**src/rtl/mem_copy_engine_pkg.sv**
```systemverilog
// -----------------------------------------------------------------------------
// mem_copy_engine_pkg
// Shared types for the memory copy/fill engine: the request mode encoding and
// the controller state encoding.
// -----------------------------------------------------------------------------
package mem_copy_engine_pkg;

  // Request type carried on the mode input.
  typedef enum logic {
    MODE_COPY = 1'b0,
    MODE_FILL = 1'b1
  } mode_e;

  // Controller states.
  typedef enum logic [1:0] {
    ST_IDLE   = 2'd0,
    ST_RUN    = 2'd1,
    ST_FINISH = 2'd2
  } state_e;

endpackage : mem_copy_engine_pkg

```
**src/rtl/mem_copy_engine.sv**
```systemverilog
// -----------------------------------------------------------------------------
// mem_copy_engine
// Single-request memory engine that either copies len words from src to dst
// (COPY) or writes a constant to len words starting at dst (FILL), one word
// per cycle, against a RAM with a synchronous write port and an asynchronous
// read port. Overlapping copies with src < dst run descending so the result
// behaves as a non-destructive move. Requests that would run past the end of
// memory are rejected without writing and flagged with err alongside done.
//
// Ports:
//   clock      in            rising-edge clock
//   reset_n    in            asynchronous active-low reset
//   start      in            request strobe, only honoured while idle
//   mode       in            0 = COPY, 1 = FILL
//   src        in  [AW-1:0]  source start address (COPY)
//   dst        in  [AW-1:0]  destination start address
//   len        in  [AW:0]    word count 0..Nloc
//   fill_val   in  [Dbits-1:0] constant written in FILL
//   busy       out           request in progress (RUN or FINISH)
//   done       out           one-cycle completion pulse
//   err        out           with done, marks a rejected request
//   ram_wr     out           RAM write enable
//   ram_addr1  out [AW-1:0]  RAM write address
//   ram_addr2  out [AW-1:0]  RAM read address
//   ram_din    out [Dbits-1:0] RAM write data
//   ram_dout2  in  [Dbits-1:0] RAM read data at ram_addr2 (combinational)
// -----------------------------------------------------------------------------
module mem_copy_engine
  import mem_copy_engine_pkg::*;
#(
  parameter int Nloc  = 16,
  parameter int Dbits = 4,
  localparam int AW   = $clog2(Nloc)
) (
  input  logic             clock,
  input  logic             reset_n,
  input  logic             start,
  input  logic             mode,
  input  logic [AW-1:0]    src,
  input  logic [AW-1:0]    dst,
  input  logic [AW:0]      len,
  input  logic [Dbits-1:0] fill_val,
  output logic             busy,
  output logic             done,
  output logic             err,
  output logic             ram_wr,
  output logic [AW-1:0]    ram_addr1,
  output logic [AW-1:0]    ram_addr2,
  output logic [Dbits-1:0] ram_din,
  input  logic [Dbits-1:0] ram_dout2
);

  // Range arithmetic is done two bits wider than an address so that
  // dst+len (up to 2*Nloc-1 plus slack) never wraps.
  localparam int XW = AW + 2;

  state_e           state_q, state_d;
  mode_e            mode_q,  mode_d;
  logic             desc_q,  desc_d;
  logic             err_q,   err_d;
  logic [AW-1:0]    wa_q,    wa_d;     // current write (destination) address
  logic [AW-1:0]    ra_q,    ra_d;     // current read (source) address
  logic [AW:0]      cnt_q,   cnt_d;    // words still to write
  logic [Dbits-1:0] fill_q,  fill_d;

  // Request qualification on the live inputs, used only on the accept edge.
  logic [XW-1:0] src_x, dst_x, len_x, nloc_x;
  logic          req_copy;
  logic          req_oor;
  logic          req_overlap;
  logic [AW-1:0] wa_start;
  logic [AW-1:0] ra_start;

  assign src_x    = XW'(src);
  assign dst_x    = XW'(dst);
  assign len_x    = XW'(len);
  assign nloc_x   = XW'(Nloc);
  assign req_copy = (mode == MODE_COPY);

  assign req_oor = (dst_x + len_x > nloc_x) ||
                   (req_copy && (src_x + len_x > nloc_x));

  // A forward copy would overwrite source words before reading them only when
  // the destination starts strictly inside the source window.
  assign req_overlap = req_copy && (src_x < dst_x) && (dst_x < src_x + len_x);

  // Descending transfers start at the last word of each window. Only used for
  // in-range, non-empty requests, so the AW-bit result cannot wrap.
  assign wa_start = req_overlap ? (dst + AW'(len) - AW'(1)) : dst;
  assign ra_start = req_overlap ? (src + AW'(len) - AW'(1)) : src;

  // ---------------------------------------------------------------------------
  // State register
  // ---------------------------------------------------------------------------
  always_ff @(posedge clock or negedge reset_n) begin
    if (!reset_n) begin
      state_q <= ST_IDLE;
      mode_q  <= MODE_COPY;
      desc_q  <= 1'b0;
      err_q   <= 1'b0;
      wa_q    <= '0;
      ra_q    <= '0;
      cnt_q   <= '0;
      fill_q  <= '0;
    end else begin
      state_q <= state_d;
      mode_q  <= mode_d;
      desc_q  <= desc_d;
      err_q   <= err_d;
      wa_q    <= wa_d;
      ra_q    <= ra_d;
      cnt_q   <= cnt_d;
      fill_q  <= fill_d;
    end
  end

  // ---------------------------------------------------------------------------
  // Next-state logic
  // ---------------------------------------------------------------------------
  always_comb begin
    state_d = state_q;
    mode_d  = mode_q;
    desc_d  = desc_q;
    err_d   = err_q;
    wa_d    = wa_q;
    ra_d    = ra_q;
    cnt_d   = cnt_q;
    fill_d  = fill_q;

    case (state_q)
      ST_IDLE: begin
        if (start) begin
          mode_d  = mode_e'(mode);
          fill_d  = fill_val;
          desc_d  = req_overlap;
          wa_d    = wa_start;
          ra_d    = ra_start;
          cnt_d   = len;
          err_d   = req_oor;
          // Empty and rejected requests skip straight to the done pulse.
          state_d = (req_oor || (len == '0)) ? ST_FINISH : ST_RUN;
        end
      end

      ST_RUN: begin
        cnt_d = cnt_q - (AW+1)'(1);
        if (desc_q) begin
          wa_d = wa_q - AW'(1);
          ra_d = ra_q - AW'(1);
        end else begin
          wa_d = wa_q + AW'(1);
          ra_d = ra_q + AW'(1);
        end
        if (cnt_q == (AW+1)'(1)) begin
          state_d = ST_FINISH;
        end
      end

      ST_FINISH: begin
        err_d   = 1'b0;
        state_d = ST_IDLE;
      end

      default: begin
        state_d = ST_IDLE;
      end
    endcase
  end

  // ---------------------------------------------------------------------------
  // Outputs: decoded purely from the registered state so that an asserted
  // reset_n clears them without waiting for a clock edge. RAM buses are held
  // at zero whenever no write is in progress.
  // ---------------------------------------------------------------------------
  always_comb begin
    busy      = (state_q != ST_IDLE);
    done      = (state_q == ST_FINISH);
    err       = (state_q == ST_FINISH) && err_q;
    ram_wr    = (state_q == ST_RUN);
    ram_addr1 = '0;
    ram_addr2 = '0;
    ram_din   = '0;
    if (state_q == ST_RUN) begin
      ram_addr1 = wa_q;
      if (mode_q == MODE_COPY) begin
        // Read and write share the cycle: the asynchronous read data feeds
        // straight back out as write data.
        ram_addr2 = ra_q;
        ram_din   = ram_dout2;
      end else begin
        ram_din   = fill_q;
      end
    end
  end

endmodule : mem_copy_engine

```
**config.mk**
```make
export PLATFORM = sky130hd
export DESIGN_NAME = mem_copy_engine
export DESIGN_NICKNAME = d
export VERILOG_FILES = /design/src/rtl/mem_copy_engine_pkg.sv /design/src/rtl/mem_copy_engine.sv
export SDC_FILE = /design/constraint.sdc
export NUM_CORES = 1
export LEC_CHECK = 0
export ABC_AREA = 1
export ABC_CLOCK_PERIOD_IN_PS = 3800
export CAP_MARGIN = 10
export CORE_MARGIN = 10
export CORE_UTILIZATION = 53
export DETAILED_ROUTE_END_ITERATION = 10
export GPL_ROUTABILITY_DRIVEN = 0
export MAX_ROUTING_LAYER = met4
export PLACE_DENSITY = 0.86
export SYNTH_ARGS = -nofsm -noshare
export SYNTH_HDL_FRONTEND = slang
export SYNTH_SLANG_ARGS = --single-unit
```
**constraint.sdc**
```tcl
create_clock -name clock -period 3.8 [get_ports clock]
set_clock_uncertainty 0.2 [all_clocks]
set_input_delay 0.95 -clock clock [delete_from_list [all_inputs] [get_ports clock]]
set_output_delay 0.95 -clock clock [all_outputs]
set_load 0.005 [all_outputs]
```
After elaboration in Yosys (flattened, before gate mapping)
Index checks and enable logic that the tools add are counted.
Widths: inputs -> output; s select.
{ "word_totals": {"regBits": 22, "input_bits": 25, "out_inout_bits": 16, "word_cells": 65} }
{ "op_classes": {"add_sub_neg": 11, "order_cmp": 4, "n_eq_ne": 5, "n_mux": 21, "bitwise": 1, "n_reduce_logical": 15} }
{ "ops": {"columns": ["op", "n"], "rows": [
  ["$mux 4", 11],
  ["$pmux 4 s2", 2],
  ["$sub 4x1->4 const B", 4],
  ["$add 4x5->6", 2],
  ["$gt 6x5->1 const B", 2],
  ["$pmux 5 s2", 1],
  ["$add 4x1->4 const B", 2],
  ["$add 4x4->4", 2],
  ["$reduce_and 2->1", 4],
  ["$lt 4x6->1", 1],
  ["$mux 2", 3],
  ["$reduce_bool 2->1", 3],
  ["$eq 5x1->1 const B", 1],
  ["$logic_not 5->1", 1],
  ["$mux 5", 1],
  ["$sub 5x1->5 const B", 1],
  ["$logic_and 1x1->1", 4],
  ["$lt 4x4->1", 1],
  ["$pmux 2 s2", 1],
  ["$eq 2x1->1 const B", 1],
  ["$eq 2x2->1 const B", 1],
  ["$logic_not 2->1", 1],
  ["$logic_or 1x1->1", 2],
  ["$ne 2x1->1 const B", 1],
  ["other kinds (4)", 4]
]} }

Longest topological paths before layout
Gate-level depths: netlist (run 1).
{ "depth": {"ltp_word": 8, "depth_mapped": 19, "mapped_depth_nobuf": 19} }

Least setup slack after synthesis (run 1)
Ideal clock, no wire load.
{ "synth_timing": {"kind": "input to register", "from": "input src[0]", "to": "register wa_q[3]", "setup_ns": 0.124, "arrival_time_ns": 2.707, "path_slack_ns": 0.769, "path_stages": 14, "path_buffers": 0, "path_cell_list": "ha_1 -> inv_1 -> fa_1 -> xnor2_1 -> inv_1 -> ha_1 -> nand2_1 -> inv_1 -> nand2_1 -> nand2_1 -> nand3_4 -> nand2_8 -> o21ai_1 -> o21bai_2"} }
{ "synth_via": {"elab_chain_len": 6, "elab_cells_between_ends": 8, "cone_classes": "add/sub: 1; order compare: 2; mux: 3; reduce/logical: 2"} }
{ "synth_lines": {"columns": ["element", "line_no", "rtl"], "rows": [
  ["start, declared", "mem_copy_engine.sv:39", "input logic [AW-1:0] src,"],
  ["$add 4x5->6 / $lt 4x4->1 (equally long branches)", "mem_copy_engine.sv:85", "assign req_overlap = req_copy && (src_x < dst_x) && (dst_x < src_x + len_x);"],
  ["$lt 4x6->1 / $logic_and 1x1->1 (equally long branches)", "mem_copy_engine.sv:85", null],
  ["$logic_and 1x1->1 *", "mem_copy_engine.sv:85", null],
  ["$mux 4 *", "mem_copy_engine.sv:89", "assign wa_start = req_overlap ? (dst + AW'(len) - AW'(1)) : dst;"],
  ["$mux 4 *", "mem_copy_engine.sv:132", "if (start) begin"],
  ["$pmux 4 s2 *", "mem_copy_engine.sv:130", "case (state_q)"],
  ["end signal, assigned", "mem_copy_engine.sv:110", "wa_q <= wa_d;"],
  ["end, declared", "mem_copy_engine.sv:61", "logic [AW-1:0] wa_q, wa_d;"]
]} }
Every way passes the cells marked *; elsewhere a longest branch is shown, timed or not. The select of a mux whose other input is x is not followed.
A chain may end at the register's enable or synchronous reset.

Worst setup path in the final report (run 1)
{ "layout_timing": {"from": "input len[2]", "to": "register wa_q[1]"} }
{ "layout_via": {"elab_chain_len": 6} }
{ "layout_lines": {"columns": ["element", "line_no", "rtl"], "rows": [
  ["start, declared", "mem_copy_engine.sv:41", "input logic [AW:0] len,"],
  ["$add 4x5->6", "mem_copy_engine.sv:85", null],
  ["$lt 4x6->1", "mem_copy_engine.sv:85", null],
  ["$logic_and 1x1->1", "mem_copy_engine.sv:85", null],
  ["$mux 4", "mem_copy_engine.sv:89", null],
  ["$mux 4", "mem_copy_engine.sv:132", null],
  ["$pmux 4 s2", "mem_copy_engine.sv:130", null]
]} }
Every way passes these cells. The select of a mux whose other input is x is not followed.

==> tab_implementation.tex, run 1 <==
\begin{tabular}{lr}
\hline
Metric & Value \\
\hline
\multicolumn{2}{l}{\textbf{Pwr}} \\
\quad Switching Share & between 40 and 50\% \\
\quad Power per standard cell area & 589 mW/mm² \\
\quad Peak supply drop & between 0.2 and 0.3 mV \\
\quad Comb pwr share & 61.4\% \\
\quad Internal Dissipation & 0.000951 W \\
\quad Sequential power share & about a quarter \\
\quad Leak pwr & approximately 1.5 nW \\
\quad Sw Pwr & about 0.00077 W \\
\quad Fraction of power consumed by the clock network & 12.9\% \\
\multicolumn{2}{l}{\textbf{Worst setup path}} \\
\quad Endpoint type of the worst setup path & flop \\
\quad CP Data Required Time & around 3.8 ns \\
\quad Critical path's most frequent cell & sky130\_fd\_sc\_hd\_\_nand2\_1 \\
\quad Maximum cell stage delay along the critical path & 0.54 ns \\
\quad Cell family with most CP delay & simple AND/OR/NAND/NOR gates \\
\quad Critical-path maximum fanout & 9 \\
\quad Worst Path Class, Setup & in -> reg \\
\quad Number of buffer and inverter stages on the critical path & 4 \\
\quad Sequence of cells on the critical path & clkdlybuf4s50\_1 -> inv\_1 -> ha\_2 -> nand2\_1 -> nand2\_1 -> inv\_1 -> nand3\_1 -> nand2\_1 -> ha\_1 -> nand2\_1 -> inv\_1 -> nand2\_1 -> nand2\_1 -> nand3\_4 -> nand2\_8 -> nand2\_2 -> nand3\_1 -> nand2\_1 -> nand2\_1 \\
\quad Critical Path AT & about 3.5 ns \\
\quad Slowest cell on the critical path & sky130\_fd\_sc\_hd\_\_clkdlybuf4s50\_1 \\
\quad Startpoint class of the critical path & primary input \\
\multicolumn{2}{l}{\textbf{Logic synthesis}} \\
\quad FFs w/ async S/R, synth & 100\% \\
\quad Post-synthesis cell type count & 31 \\
\quad Count of flip-flops with a built-in enable after synthesis & 0 \\
\quad Proportion of synthesized area in mux cells & 0\% \\
\quad Synth Area in Adders & 19.9\% \\
\quad \#FFs+latches synth & 22 \\
\quad Compound-cell area share of the yosys netlist & about 11\% \\
\quad Main synth FF type & sky130\_fd\_sc\_hd\_\_dfrtp\_1 \\
\quad Proportion of synthesized chip area in sequential cells & 23.3\% \\
\quad Post-synthesis share of cell area spent on xor and xnor gates & under 10\% \\
\quad Avg Inst Size Synth & $\sim$7.3 µm² \\
\quad Largest cells by area after synthesis & sky130\_fd\_sc\_hd\_\_dfrtp\_1, sky130\_fd\_sc\_hd\_\_ha\_1, sky130\_fd\_sc\_hd\_\_nand2\_1 \\
\quad Mapped Cells & around 320 \\
\quad Cell with the most instances after synthesis & sky130\_fd\_sc\_hd\_\_nand2\_1 \\
\quad Largest area contributor in the synthesized netlist & sky130\_fd\_sc\_hd\_\_dfrtp\_1 \\
\quad Net count after synthesis & 382 \\
\quad List of most frequent post-synthesis cells & sky130\_fd\_sc\_hd\_\_nand2\_1, sky130\_fd\_sc\_hd\_\_inv\_1, sky130\_fd\_sc\_hd\_\_ha\_1 \\
\quad Warning count from the yosys run & 0 \\
\quad Share of synthesized cell area in and, or, nand and nor gates & between 20\% and 30\% \\
\quad Combinational family with the most area after synthesis & simple AND/OR/NAND/NOR gates \\
\quad Area share of the largest cell type after synthesis & 23.3\% \\
\quad Cell Area, Synth & between 0.002 and 0.0025 mm² \\
\multicolumn{2}{l}{\textbf{Timing}} \\
\quad Hold Violations, Final & 0 \\
\quad Worst hold-check slack & $\sim$0.29 ns \\
\quad Crit path setup slack, layout & 0.284 ns \\
\quad RSZ-0062 raised after global routing & no \\
\quad Maximum frequency from static timing analysis & around 280 MHz \\
\quad Tcrit/Tclk final & 92.5\% \\
\quad Worst-Margin Slew & 1.00 ns \\
\quad Worst slew margin relative to its limit & 32.9\% \\
\quad Slew Viols, Final & 0 \\
\quad Setup violators final & 0 \\
\quad Minimum period implied by the final worst setup slack & roughly 3.5 ns \\
\quad Sum of negative setup slack & 0 ns \\
\multicolumn{2}{l}{\textbf{Cells and area}} \\
\quad Utilization of the core after routing & 67.5\% \\
\quad Proportion of layout cells with a drive suffix above 1 & 12.2\% \\
\quad Synthesis-to-layout area growth & 23.5\% \\
\quad Area taken by flip-flops and latches & 551 µm² \\
\quad Area of the multi-input gates & 0.00155 mm² \\
\quad Total of fill cells in the finished design & between 300 and 400 \\
\quad Antenna diode instance count & 0 \\
\quad Total Nets Final & $\sim$430 \\
\multicolumn{2}{l}{\textbf{Drt}} \\
\quad TritonRoute pass-1 iters & 5 \\
\quad Count of nets left with antenna violations after detail routing & 0 \\
\quad First DRT Iteration DRCs & approximately 140 \\
\quad Per-cell routed wire length & around 14 µm \\
\quad DRC violation count after routing & 0 \\
\quad Number of vias per cell & about 5.2 \\
\quad Wire length after detailed routing & $\sim$6000 µm \\
\quad Overall via count from detail\_route & 2196 \\
\multicolumn{2}{l}{\textbf{Clock network}} \\
\quad Insertion delay of the later-clocked pin in the worst-skew pair & 0.27 ns \\
\quad Root Buffer & sky130\_fd\_sc\_hd\_\_clkbuf\_8 \\
\quad Count of H-tree levels built during CTS & 1 \\
\quad Sinks on the clock net & 22 \\
\quad Buffer levels on the longest clock path & 2 \\
\quad Clock tree from TritonCTS & yes \\
\quad TritonCTS buffer count & 3 \\
\quad Clock edge transition at the registers on the reported setup and hold paths & approximately 0.09 ns \\
\multicolumn{2}{l}{\textbf{Placement}} \\
\quad PortBufs & 40 \\
\quad Minimum setup slack after placement & -0.0178 ns \\
\quad DPL Wire Length & around 4800 µm \\
\multicolumn{2}{l}{\textbf{Die}} \\
\quad IO Pins & between 40 and 50 \\
\quad Standard cell core area & 0.00432 mm² \\
\quad Starting utilization of the core area & a little over half \\
\quad Row cnt & 24 \\
\quad Floorplan die height & 86.8 µm \\
\quad Die Width & 86.8 µm \\
\quad Total die area & $\sim$0.0075 mm² \\
\multicolumn{2}{l}{\textbf{GRT}} \\
\quad Global route overflow & 0 \\
\quad Via count of the first global-routing pass & about 2300 \\
\quad Global-route wire length before repair & $\sim$10000 µm \\
\quad Maximum number of pins on one net before global-route repair & 27 \\
\quad Number of antenna violations at the first check in global routing & 0 \\
\quad All-layer global routing usage & 17.0\% \\
\multicolumn{2}{l}{\textbf{Worst hold path}} \\
\quad Type of the worst min-delay path & reg -> reg \\
\multicolumn{2}{l}{\textbf{Status}} \\
\quad Run status & complete, no violations \\
\multicolumn{2}{l}{\textbf{Flow run}} \\
\quad MaxCap Viol Count & 0 \\
\hline
\end{tabular}
==> layer usage <==
metal | share of wire (%) | GRT usage, % | up-vias
met5 | 0 | - | -
met4 | 1.3 | 3.83 | 0
met3 | 4.7 | 1.97 | 6
met2 | 51 | 29.5 | 59
met1 | 43 | 20.4 | 1023
li1 | - | - | 1108
==> power groups by stage <==
stage / clock [W] / sequential [W] / combinational, W
6_report: 0.000222 / 0.000442 / 0.00106
4_1_cts: 0.000224 / 0.000440 / 0.00106
3_3_place_gp: 0 / 0.000437 / 0.00101
3_5_place_dp: 0 / 0.000443 / 0.00104
5_1_grt: 0.000233 / 0.000457 / 0.00121
2_1_floorplan: 0 / 0.000420 / 0.000736
==> through the flow <==
stage	cells	total power (W)	area [µm²]
after global placement	416	0.00145	2850
final	420	0.00172	2920
after floorplan	323	0.00116	2360
after CTS	420	0.00173	2920
after detailed placement	416	0.00149	2850
after global routing	420	0.00190	2920
==> final cells by class <==
| cell class | count | area share (%) |
|---|---|---|
| Multi-Input combinational cell | 233 | 53.1 |
| Sequential cell | 22 | 18.9 |
| Timing Repair Buffer | 46 | 15.3 |
| Inverter | 63 | 8.14 |
| Tap cell | 52 | 2.23 |
| Clock buffer | 3 | 1.41 |
| Clock inverter | 1 | 1.03 |
==> what timing repair did <==
action / CTS / global route
gates resized for setup: 0 / 1
endpoints found under the setup margin: 0 / 2
buffers inserted: 0 / 0
hold buffers: 0 / 0
==> path summary, 6_finish.rpt <==
path / start / end / slack [ns] / cells after the start
worst min register to register: fill_q[3] / fill_q[3] / 0.29 / 2
worst min-delay path: fill_q[3] / fill_q[3] / 0.29 / 2
max in group asynchronous: reset_n / wa_q[2] / 1.76 / 1
min in group asynchronous: reset_n / fill_q[2] / 1.03 / 1
worst max register to register: desc_q / wa_q[3] / 1.93 / 6
worst max-delay path: len[2] / wa_q[1] / 0.28 / 19
==> placed cells by master (no fill, tap or decap), types with 2 or more instances in the layout <==
cell type / count
sky130_fd_sc_hd__nand3_1: 24
sky130_fd_sc_hd__fa_1: 6
sky130_fd_sc_hd__xor2_1: 7
sky130_fd_sc_hd__nor2_4: 3
sky130_fd_sc_hd__clkbuf_8: 3
sky130_fd_sc_hd__ha_1: 27
sky130_fd_sc_hd__inv_2: 5
sky130_fd_sc_hd__nand2_2: 9
sky130_fd_sc_hd__nor3_1: 2
sky130_fd_sc_hd__o221ai_1: 2
sky130_fd_sc_hd__buf_4: 6
sky130_fd_sc_hd__clkdlybuf4s50_1: 40
sky130_fd_sc_hd__xnor2_1: 7
sky130_fd_sc_hd__nand3_2: 6
sky130_fd_sc_hd__nor2_1: 19
sky130_fd_sc_hd__o21ai_1: 7
sky130_fd_sc_hd__o21ai_0: 8
sky130_fd_sc_hd__o22ai_1: 2
sky130_fd_sc_hd__dfrtp_1: 22
sky130_fd_sc_hd__inv_1: 57
sky130_fd_sc_hd__a21oi_1: 20
sky130_fd_sc_hd__nand2_1: 71
sky130_fd_sc_hd__a21oi_2: 5
==> tightest hold or removal path, delay by kind of cell (launching register included) <==
family           cells  cell delay [ns]
flip-flops           1             0.35
AND/OR/NAND/NOR      2             0.11
==> sequential cells by signal, indices dropped and copies added, names as in the netlist <==
signal,count
cnt_q,5
desc_q,1
err_q,1
fill_q,4
mode_q,1
ra_q,4
state_q,2
wa_q,4
==> logic make-up (layout without fill, tap and decap cells) <==
logic type | count (synthesis) | after routing
buf+inv | 68 | 113
compound gates | 46 | 46
fa+ha+maj | 34 | 34
simple gates | 139 | 139
xor+xnor | 14 | 14
flops | 22 | 22
No activity file was read; power rests on OpenSTA's default activity.
==> inputs of run 2 (changes only) <==
--- a/config.mk
+++ b/config.mk
@@ -8,7 +8,6 @@
 export ABC_AREA = 1
 export ABC_CLOCK_PERIOD_IN_PS = 3800
 export CAP_MARGIN = 10
-export CORE_MARGIN = 10
 export CORE_UTILIZATION = 53
 export DETAILED_ROUTE_END_ITERATION = 10
 export GPL_ROUTABILITY_DRIVEN = 0
==> tab_implementation.tex, run 2 (synthesis results as in run 1) <==
\begin{tabular}{lr}
\hline
Metric & Value \\
\hline
\multicolumn{2}{l}{\textbf{Clock network}} \\
\quad Sinks on the clock net & 22 (unchanged) \\
\quad Clock edge transition at the registers on the reported setup and hold paths & 0.09 ns (about the same) \\
\quad Count of H-tree levels built during CTS & 1 (unchanged) \\
\quad Root Buffer & sky130\_fd\_sc\_hd\_\_clkbuf\_8 \\
\quad Clock tree from TritonCTS & yes \\
\quad Buffer levels on the longest clock path & 2 (unchanged) \\
\quad Post-CTS Setup Bufs & 0 (unchanged) \\
\quad Insertion delay of the later-clocked pin in the worst-skew pair & 0.27 ns (about the same) \\
\quad TritonCTS buffer count & 3 (unchanged) \\
\quad Post-CTS resize count & 0 (unchanged) \\
\quad Number of buffers inserted for hold repair after clock tree synthesis & 0 (unchanged) \\
\multicolumn{2}{l}{\textbf{Drt}} \\
\quad Number of vias per cell & 5.29 (+1.2\%) \\
\quad DRC violation count after routing & 0 (unchanged) \\
\quad Count of nets left with antenna violations after detail routing & 0 (unchanged) \\
\quad Overall via count from detail\_route & 2244 (+2.2\%) \\
\quad TritonRoute pass-1 iters & 4 (-1) \\
\quad Wire length after detailed routing & 5790 µm (-3.4\%) \\
\quad Per-cell routed wire length & 13.7 µm (-4.3\%) \\
\quad First DRT Iteration DRCs & 121 (-15\%) \\
\multicolumn{2}{l}{\textbf{Pwr}} \\
\quad Internal Dissipation & 0.000962 W (+1.1\%) \\
\quad Switching Share & 44.7\% (-0.087 points) \\
\quad Peak supply drop & 0.446 mV (+65\%) \\
\quad Leak pwr & 1.57 nW (+2.0\%) \\
\quad Comb pwr share & 61.5\% (about the same) \\
\quad Sw Pwr & 0.000776 W (+0.78\%) \\
\quad Power per standard cell area & 587 mW/mm² (-0.39\%) \\
\quad Fraction of power consumed by the clock network & 13.0\% (about the same) \\
\quad Sequential power share & 25.5\% (-0.2 points) \\
\multicolumn{2}{l}{\textbf{Die}} \\
\quad IO Pins & 41 (unchanged) \\
\quad Standard cell core area & 0.00414 mm² (-4.2\%) \\
\quad Starting utilization of the core area & 57.1\% (+2.4 points) \\
\quad Die Width & 68.8 µm (-21\%) \\
\quad Floorplan die height & 68.8 µm (-21\%) \\
\quad Row cnt & 23 (-4.2\%) \\
\quad Total die area & 0.00473 mm² (-37\%) \\
\multicolumn{2}{l}{\textbf{Cells and area}} \\
\quad Largest register FFs & 5 (unchanged) \\
\quad Highest-count cells in the layout ignoring fill and taps & sky130\_fd\_sc\_hd\_\_nand2\_1, sky130\_fd\_sc\_hd\_\_inv\_1, sky130\_fd\_sc\_hd\_\_clkdlybuf4s50\_1 \\
\quad Synthesis-to-layout area growth & 25.2\% \\
\quad Total Nets Final & 434 (+1.4\%) \\
\quad Proportion of layout cells with a drive suffix above 1 & 13.4\% (+1.1 points) \\
\quad Antenna diode instance count & 0 (unchanged) \\
\quad Final cell count without fillers & 424 (+0.95\%) \\
\quad Most flops, register & cnt\_q \\
\quad Most common cell after layout, fill and taps aside & sky130\_fd\_sc\_hd\_\_nand2\_1 \\
\multicolumn{2}{l}{\textbf{Placement}} \\
\quad Cell count after placement & 420 (+0.96\%) \\
\quad Minimum setup slack after placement & 0.0519 ns (+0.0697 ns) \\
\quad DPL Wire Length & 4530 µm (-6.2\%) \\
\quad PortBufs & 40 (unchanged) \\
\multicolumn{2}{l}{\textbf{Timing}} \\
\quad Worst slew margin relative to its limit & 70.2\% (+37 points) \\
\quad RSZ-0062 raised after global routing & no \\
\quad Worst hold-check slack & 0.292 ns (+0.00480 ns) \\
\quad Setup violators final & 0 (unchanged) \\
\quad Tcrit/Tclk final & 92.3\% (-0.19 points) \\
\quad Worst-Margin Slew & 0.447 ns (-0.556 ns) \\
\quad Maximum frequency from static timing analysis & 285 MHz (+0.21\%) \\
\quad Minimum period implied by the final worst setup slack & 3.51 ns (-0.00735 ns) \\
\quad Crit path setup slack, layout & 0.291 ns (+0.00735 ns) \\
\quad Slew Viols, Final & 0 (unchanged) \\
\quad Hold Violations, Final & 0 (unchanged) \\
\quad Sum of negative setup slack & 0 ns (unchanged) \\
\multicolumn{2}{l}{\textbf{Worst setup path}} \\
\quad Slowest cell on the critical path & sky130\_fd\_sc\_hd\_\_clkdlybuf4s50\_1 \\
\quad Startpoint class of the critical path & primary input \\
\quad Number of buffer and inverter stages on the critical path & 4 (unchanged) \\
\quad Cell family with most CP delay & adder cells \\
\quad Worst Path Class, Setup & in -> reg \\
\quad Sequence of cells on the critical path & clkdlybuf4s50\_1 -> ha\_1 -> inv\_1 -> fa\_1 -> xnor2\_1 -> inv\_1 -> ha\_1 -> nand2\_1 -> inv\_1 -> nand2\_1 -> nand2\_1 -> nand3\_4 -> a21oi\_1 -> o21bai\_2 \\
\quad Critical-path maximum fanout & 9 (unchanged) \\
\quad Critical Path AT & 3.47 ns (about the same) \\
\quad CP Data Required Time & 3.76 ns (about the same) \\
\quad Endpoint type of the worst setup path & flop \\
\quad Maximum cell stage delay along the critical path & 0.57 ns (+0.03 ns) \\
\multicolumn{2}{l}{\textbf{GRT}} \\
\quad Number of antenna violations at the first check in global routing & 0 (unchanged) \\
\quad Via count of the first global-routing pass & 2159 (-6.4\%) \\
\quad Maximum number of pins on one net before global-route repair & 27 (unchanged) \\
\quad All-layer global routing usage & 28.4\% (+11 points) \\
\quad Global-route wire length before repair & 9690 µm (-6.6\%) \\
\quad Global route overflow & 0 (unchanged) \\
\multicolumn{2}{l}{\textbf{Flow run}} \\
\quad MaxCap Viol Count & 0 (unchanged) \\
\multicolumn{2}{l}{\textbf{Status}} \\
\quad Run status & complete, no violations \\
\multicolumn{2}{l}{\textbf{Worst hold path}} \\
\quad Type of the worst min-delay path & reg -> reg \\
\hline
\end{tabular}
-- run 2: cell count changes in the layout (fill, tap and decap cells not counted) --
cell / delta
sky130_fd_sc_hd__buf_4: +6
sky130_fd_sc_hd__ha_1: +1
sky130_fd_sc_hd__ha_2: -1
-- run 2: worst reg2reg max path: stages, from the launching register on --
cell                       delay (ns)
sky130_fd_sc_hd__dfrtp_1         0.41
sky130_fd_sc_hd__nor2_1          0.09
sky130_fd_sc_hd__nand2_1         0.06
sky130_fd_sc_hd__buf_4           0.23
sky130_fd_sc_hd__inv_1           0.06
sky130_fd_sc_hd__buf_4           0.19
sky130_fd_sc_hd__nor2_4          0.24
sky130_fd_sc_hd__inv_1           0.13
sky130_fd_sc_hd__o22ai_1         0.17
sky130_fd_sc_hd__o21bai_2        0.14
-- run 2: path summary, 6_finish.rpt --
| check | start | to | slack [ns] | cells after the start |
|---|---|---|---|---|
| hold reg to reg | fill_q[2] | fill_q[2] | 0.29 | 2 |
| min in group asynchronous | reset_n | ra_q[1] | 0.83 | 2 |
| hold / removal | fill_q[2] | fill_q[2] | 0.29 | 2 |
| setup / recovery | src[0] | wa_q[3] | 0.29 | 14 |
| max in group asynchronous | reset_n | err_q | 2.33 | 2 |
| setup reg to reg | state_q[1] | wa_q[3] | 1.81 | 9 |
-- run 2: layout make-up --
cell class,count,area (µm²)
repair buffers,52,490
fillers,325,1180
inverters,63,238
multi-input cells,233,1550
well taps,50,62.6
clock inverters,1,30.0
flip-flops and latches,22,551
clock buffers,3,41.3
-- run 2: through the flow --
step	power [W]	util [%]	area (µm²)
final	0.00174	71.4	2960
after global routing	0.00190	71.4	2960
after CTS	0.00174	71.4	2960
after detailed placement	0.00149	69.7	2890
after global placement	0.00146	69.7	2890
after floorplan	0.00116	-	2360
-- run 2: power groups by stage --
stage / logic [W] / registers, W / clock network, W
final: 0.00107 / 0.000443 / 0.000226
after global routing: 0.00121 / 0.000457 / 0.000238
after global placement: 0.00102 / 0.000439 / 0
after CTS: 0.00107 / 0.000441 / 0.000229
after detailed placement: 0.00105 / 0.000443 / 0
after floorplan: 0.000736 / 0.000420 / 0
-- run 2: metal layers --
layer  global-route usage (%)  wire, µm
met4                     9.44       163
met1                     34.0      2510
met5                        -         0
met2                     48.4      2900
met3                     4.93       217
==> inputs of run 3 (changes only) <==
--- a/config.mk
+++ b/config.mk
@@ -6,7 +6,7 @@
 export NUM_CORES = 1
 export LEC_CHECK = 0
 export ABC_AREA = 1
-export ABC_CLOCK_PERIOD_IN_PS = 3800
+export ABC_CLOCK_PERIOD_IN_PS = 3600
 export CAP_MARGIN = 10
 export CORE_UTILIZATION = 53
 export DETAILED_ROUTE_END_ITERATION = 10
==> constraint.sdc (replaced) <==
create_clock -name clock -period 3.6 [get_ports clock]
set_clock_uncertainty 0.2 [all_clocks]
set_input_delay 0.9 -clock clock [delete_from_list [all_inputs] [get_ports clock]]
set_output_delay 0.9 -clock clock [all_outputs]
set_load 0.005 [all_outputs]
==> tab_implementation.tex, run 3 (synthesis results as in run 1) <==
\begin{tabular}{lr}
\hline
Metric & Value \\
\hline
\multicolumn{2}{l}{\textbf{Timing}} \\
\quad Worst-Margin Slew & 0.439 ns (-0.00816 ns) \\
\quad RSZ-0062 raised after global routing & no \\
\quad Setup violators final & 0 (unchanged) \\
\quad Tcrit/Tclk final & a little over nine tenths \\
\quad Slew Viols, Final & 0 (unchanged) \\
\quad Crit path setup slack, layout & 0.207 ns (-0.0839 ns) \\
\quad Worst slew margin relative to its limit & 70.7\% (+0.54 points) \\
\quad Minimum period implied by the final worst setup slack & 3.39 ns \\
\quad Hold Violations, Final & 0 (unchanged) \\
\quad Maximum frequency from static timing analysis & just under 300 MHz \\
\multicolumn{2}{l}{\textbf{Clock network}} \\
\quad Root Buffer & sky130\_fd\_sc\_hd\_\_clkbuf\_8 \\
\quad Clock edge transition at the registers on the reported setup and hold paths & 0.09 ns (about the same) \\
\quad Number of buffers inserted for hold repair after clock tree synthesis & 0 (unchanged) \\
\quad Buffer levels on the longest clock path & 2 (unchanged) \\
\quad Post-CTS Setup Bufs & 0 (unchanged) \\
\quad TritonCTS buffer count & 3 (unchanged) \\
\quad Insertion delay of the later-clocked pin in the worst-skew pair & 0.27 ns (about the same) \\
\quad Count of H-tree levels built during CTS & 1 (unchanged) \\
\quad Sinks on the clock net & 22 (unchanged) \\
\quad Clock tree from TritonCTS & yes \\
\quad Post-CTS resize count & 0 (unchanged) \\
\multicolumn{2}{l}{\textbf{Cells and area}} \\
\quad Synthesis-to-layout area growth & 26.1\% \\
\quad Most flops, register & cnt\_q \\
\quad Largest register FFs & 5 (unchanged) \\
\quad Total of fill cells in the finished design & 330 (+1.5\%) \\
\quad Antenna diode instance count & 0 (unchanged) \\
\quad Final cell count without fillers & 427 (+0.71\%) \\
\quad Most common cell after layout, fill and taps aside & sky130\_fd\_sc\_hd\_\_nand2\_1 \\
\quad Proportion of layout cells with a drive suffix above 1 & 14.1\% (+0.69 points) \\
\quad Highest-count cells in the layout ignoring fill and taps & sky130\_fd\_sc\_hd\_\_nand2\_1, sky130\_fd\_sc\_hd\_\_inv\_1, sky130\_fd\_sc\_hd\_\_clkdlybuf4s50\_1 \\
\quad Total Nets Final & 437 (+0.69\%) \\
\multicolumn{2}{l}{\textbf{GRT}} \\
\quad Number of antenna violations at the first check in global routing & 0 (unchanged) \\
\quad Global-route met1 utilization & 34.5\% (+0.50 points) \\
\quad Global-route wire length before repair & 9300 µm (-4.1\%) \\
\quad Global route overflow & 0 (unchanged) \\
\quad Maximum number of pins on one net before global-route repair & 27 (unchanged) \\
\quad Peak-usage layer in the global routing report & met2 \\
\quad All-layer global routing usage & 27.4\% (-1.0 points) \\
\quad Met3 track demand over resource in global routing & 3.95\% (-0.99 points) \\
\quad Via count of the first global-routing pass & 2063 (-4.4\%) \\
\quad Global routing met2 resource utilization & 45.8\% (-2.6 points) \\
\multicolumn{2}{l}{\textbf{Pwr}} \\
\quad Peak supply drop & 0.538 mV (+21\%) \\
\quad Total Power Consumption & 0.00183 W (+5.1\%) \\
\quad Power per standard cell area & 612 mW/mm² (+4.3\%) \\
\quad Leak pwr & 1.58 nW (+0.92\%) \\
\multicolumn{2}{l}{\textbf{Die}} \\
\quad Standard cell core area & 0.00414 mm² (unchanged) \\
\quad Total die area & 0.00473 mm² (unchanged) \\
\quad Starting utilization of the core area & 57.1\% (unchanged) \\
\quad Floorplan die height & 68.8 µm (unchanged) \\
\quad Die Width & 68.8 µm (unchanged) \\
\quad Row cnt & 23 (unchanged) \\
\quad IO Pins & 41 (unchanged) \\
\multicolumn{2}{l}{\textbf{Worst hold path}} \\
\quad Type of the worst min-delay path & reg -> reg \\
\multicolumn{2}{l}{\textbf{Worst setup path}} \\
\quad Sequence of cells on the critical path & clkdlybuf4s50\_1 -> ha\_1 -> inv\_1 -> fa\_1 -> xnor2\_1 -> inv\_1 -> ha\_1 -> nand2\_1 -> inv\_1 -> nand2\_1 -> nand2\_1 -> nand3\_4 -> nand2\_8 -> nand2\_2 -> nand3\_1 -> nand2\_1 -> nand2\_1 \\
\quad Maximum cell stage delay along the critical path & 0.53 ns (-0.04 ns) \\
\quad Number of buffer and inverter stages on the critical path & 4 (unchanged) \\
\quad Critical-path maximum fanout & 9 (unchanged) \\
\quad Worst Path Class, Setup & in -> reg \\
\quad Cell family with most CP delay & adder cells \\
\quad Slowest cell on the critical path & sky130\_fd\_sc\_hd\_\_clkdlybuf4s50\_1 \\
\quad Worst-case register-to-register setup slack & 1.59 ns (-0.22 ns) \\
\quad CP Data Required Time & 3.57 ns (-0.19 ns) \\
\quad Critical Path AT & 3.37 ns (-0.10 ns) \\
\quad Critical path's most frequent cell & sky130\_fd\_sc\_hd\_\_nand2\_1 \\
\quad Endpoint type of the worst setup path & flop \\
\quad Startpoint class of the critical path & primary input \\
\multicolumn{2}{l}{\textbf{Drt}} \\
\quad First DRT Iteration DRCs & 186 (+54\%) \\
\quad Count of nets left with antenna violations after detail routing & 0 (unchanged) \\
\quad TritonRoute pass-1 iters & 5 (+1) \\
\quad DRC violation count after routing & 0 (unchanged) \\
\quad Wire length after detailed routing & 5720 µm (-1.3\%) \\
\quad Overall via count from detail\_route & 2249 (+0.22\%) \\
\quad Number of vias per cell & 5.27 (-0.48\%) \\
\quad Per-cell routed wire length & 13.4 µm (-2.0\%) \\
\multicolumn{2}{l}{\textbf{Placement}} \\
\quad Cell count after placement & 423 (+0.71\%) \\
\quad DPL Wire Length & 4560 µm (+0.74\%) \\
\quad PortBufs & 40 (unchanged) \\
\quad Minimum setup slack after placement & -0.0550 ns (-0.107 ns) \\
\multicolumn{2}{l}{\textbf{Status}} \\
\quad Run status & complete, no violations \\
\multicolumn{2}{l}{\textbf{Flow run}} \\
\quad MaxCap Viol Count & 0 (unchanged) \\
\hline
\end{tabular}
## run 3: cell count changes in the layout (fill, tap and decap cells not counted), sizes merged
| cell | before | now |
|---|---|---|
| buf | 12 | 15 |
## run 3: cell type report
class | count | area, µm² | share of cell area, %
Multi-Input combinational cell | 233 | 1550 | 51.9
Sequential cell | 22 | 551 | 18.5
Timing Repair Buffer | 55 | 513 | 17.2
Inverter | 63 | 238 | 7.97
Tap cell | 50 | 62.6 | 2.10
Clock buffer | 3 | 41.3 | 1.38
Clock inverter | 1 | 30.0 | 1.01
## run 3: per-layer routing
layer	vias to the layer above	wire (µm)	share of wire, %
met4	0	85	1.5
li1	1129	-	-
met1	1034	2500	44
met2	77	2870	50
met5	-	0	0
met3	9	266	4.7
## run 3: metrics by stage
stage | instance area, µm² | hold slack (ns) | utilization (%) | TNS, ns
after floorplan | 2360 | 0.249 | - | 0
after global placement | 2910 | 0.263 | 70.3 | 0
after detailed placement | 2910 | 0.266 | 70.3 | -0.254
after CTS | 2980 | 0.288 | 72.0 | 0
after global routing | 2980 | 0.309 | 72.0 | 0
final | 2980 | 0.291 | 72.0 | 0
## run 3: worst reg2reg max path, stage by stage (launching register included)
cell                       delay, ns
sky130_fd_sc_hd__dfrtp_1        0.42
sky130_fd_sc_hd__nor2_1         0.08
sky130_fd_sc_hd__nand2_1        0.06
sky130_fd_sc_hd__buf_4          0.22
sky130_fd_sc_hd__inv_1          0.07
sky130_fd_sc_hd__buf_4          0.19
sky130_fd_sc_hd__nor2_4         0.24
sky130_fd_sc_hd__inv_1          0.13
sky130_fd_sc_hd__o22ai_1        0.19
sky130_fd_sc_hd__o21bai_2       0.15
## run 3: power by group
group | total (W) | switching, W | internal [W] | leakage, nW
registers | 0.000466 | 0.0000950 | 0.000371 | 0.264
clock network | 0.000236 | 0.0000876 | 0.000149 | 0.0357
logic | 0.00112 | 0.000628 | 0.000496 | 1.28
## run 3: path summary, 6_finish.rpt
path | start | to | cells after the start
setup / recovery | src[0] | wa_q[1] | 17
hold / removal | fill_q[3] | fill_q[3] | 2
setup reg to reg | state_q[1] | wa_q[3] | 9
hold reg to reg | fill_q[3] | fill_q[3] | 2
max in group asynchronous | reset_n | fill_q[3] | 2
min in group asynchronous | reset_n | ra_q[3] | 2
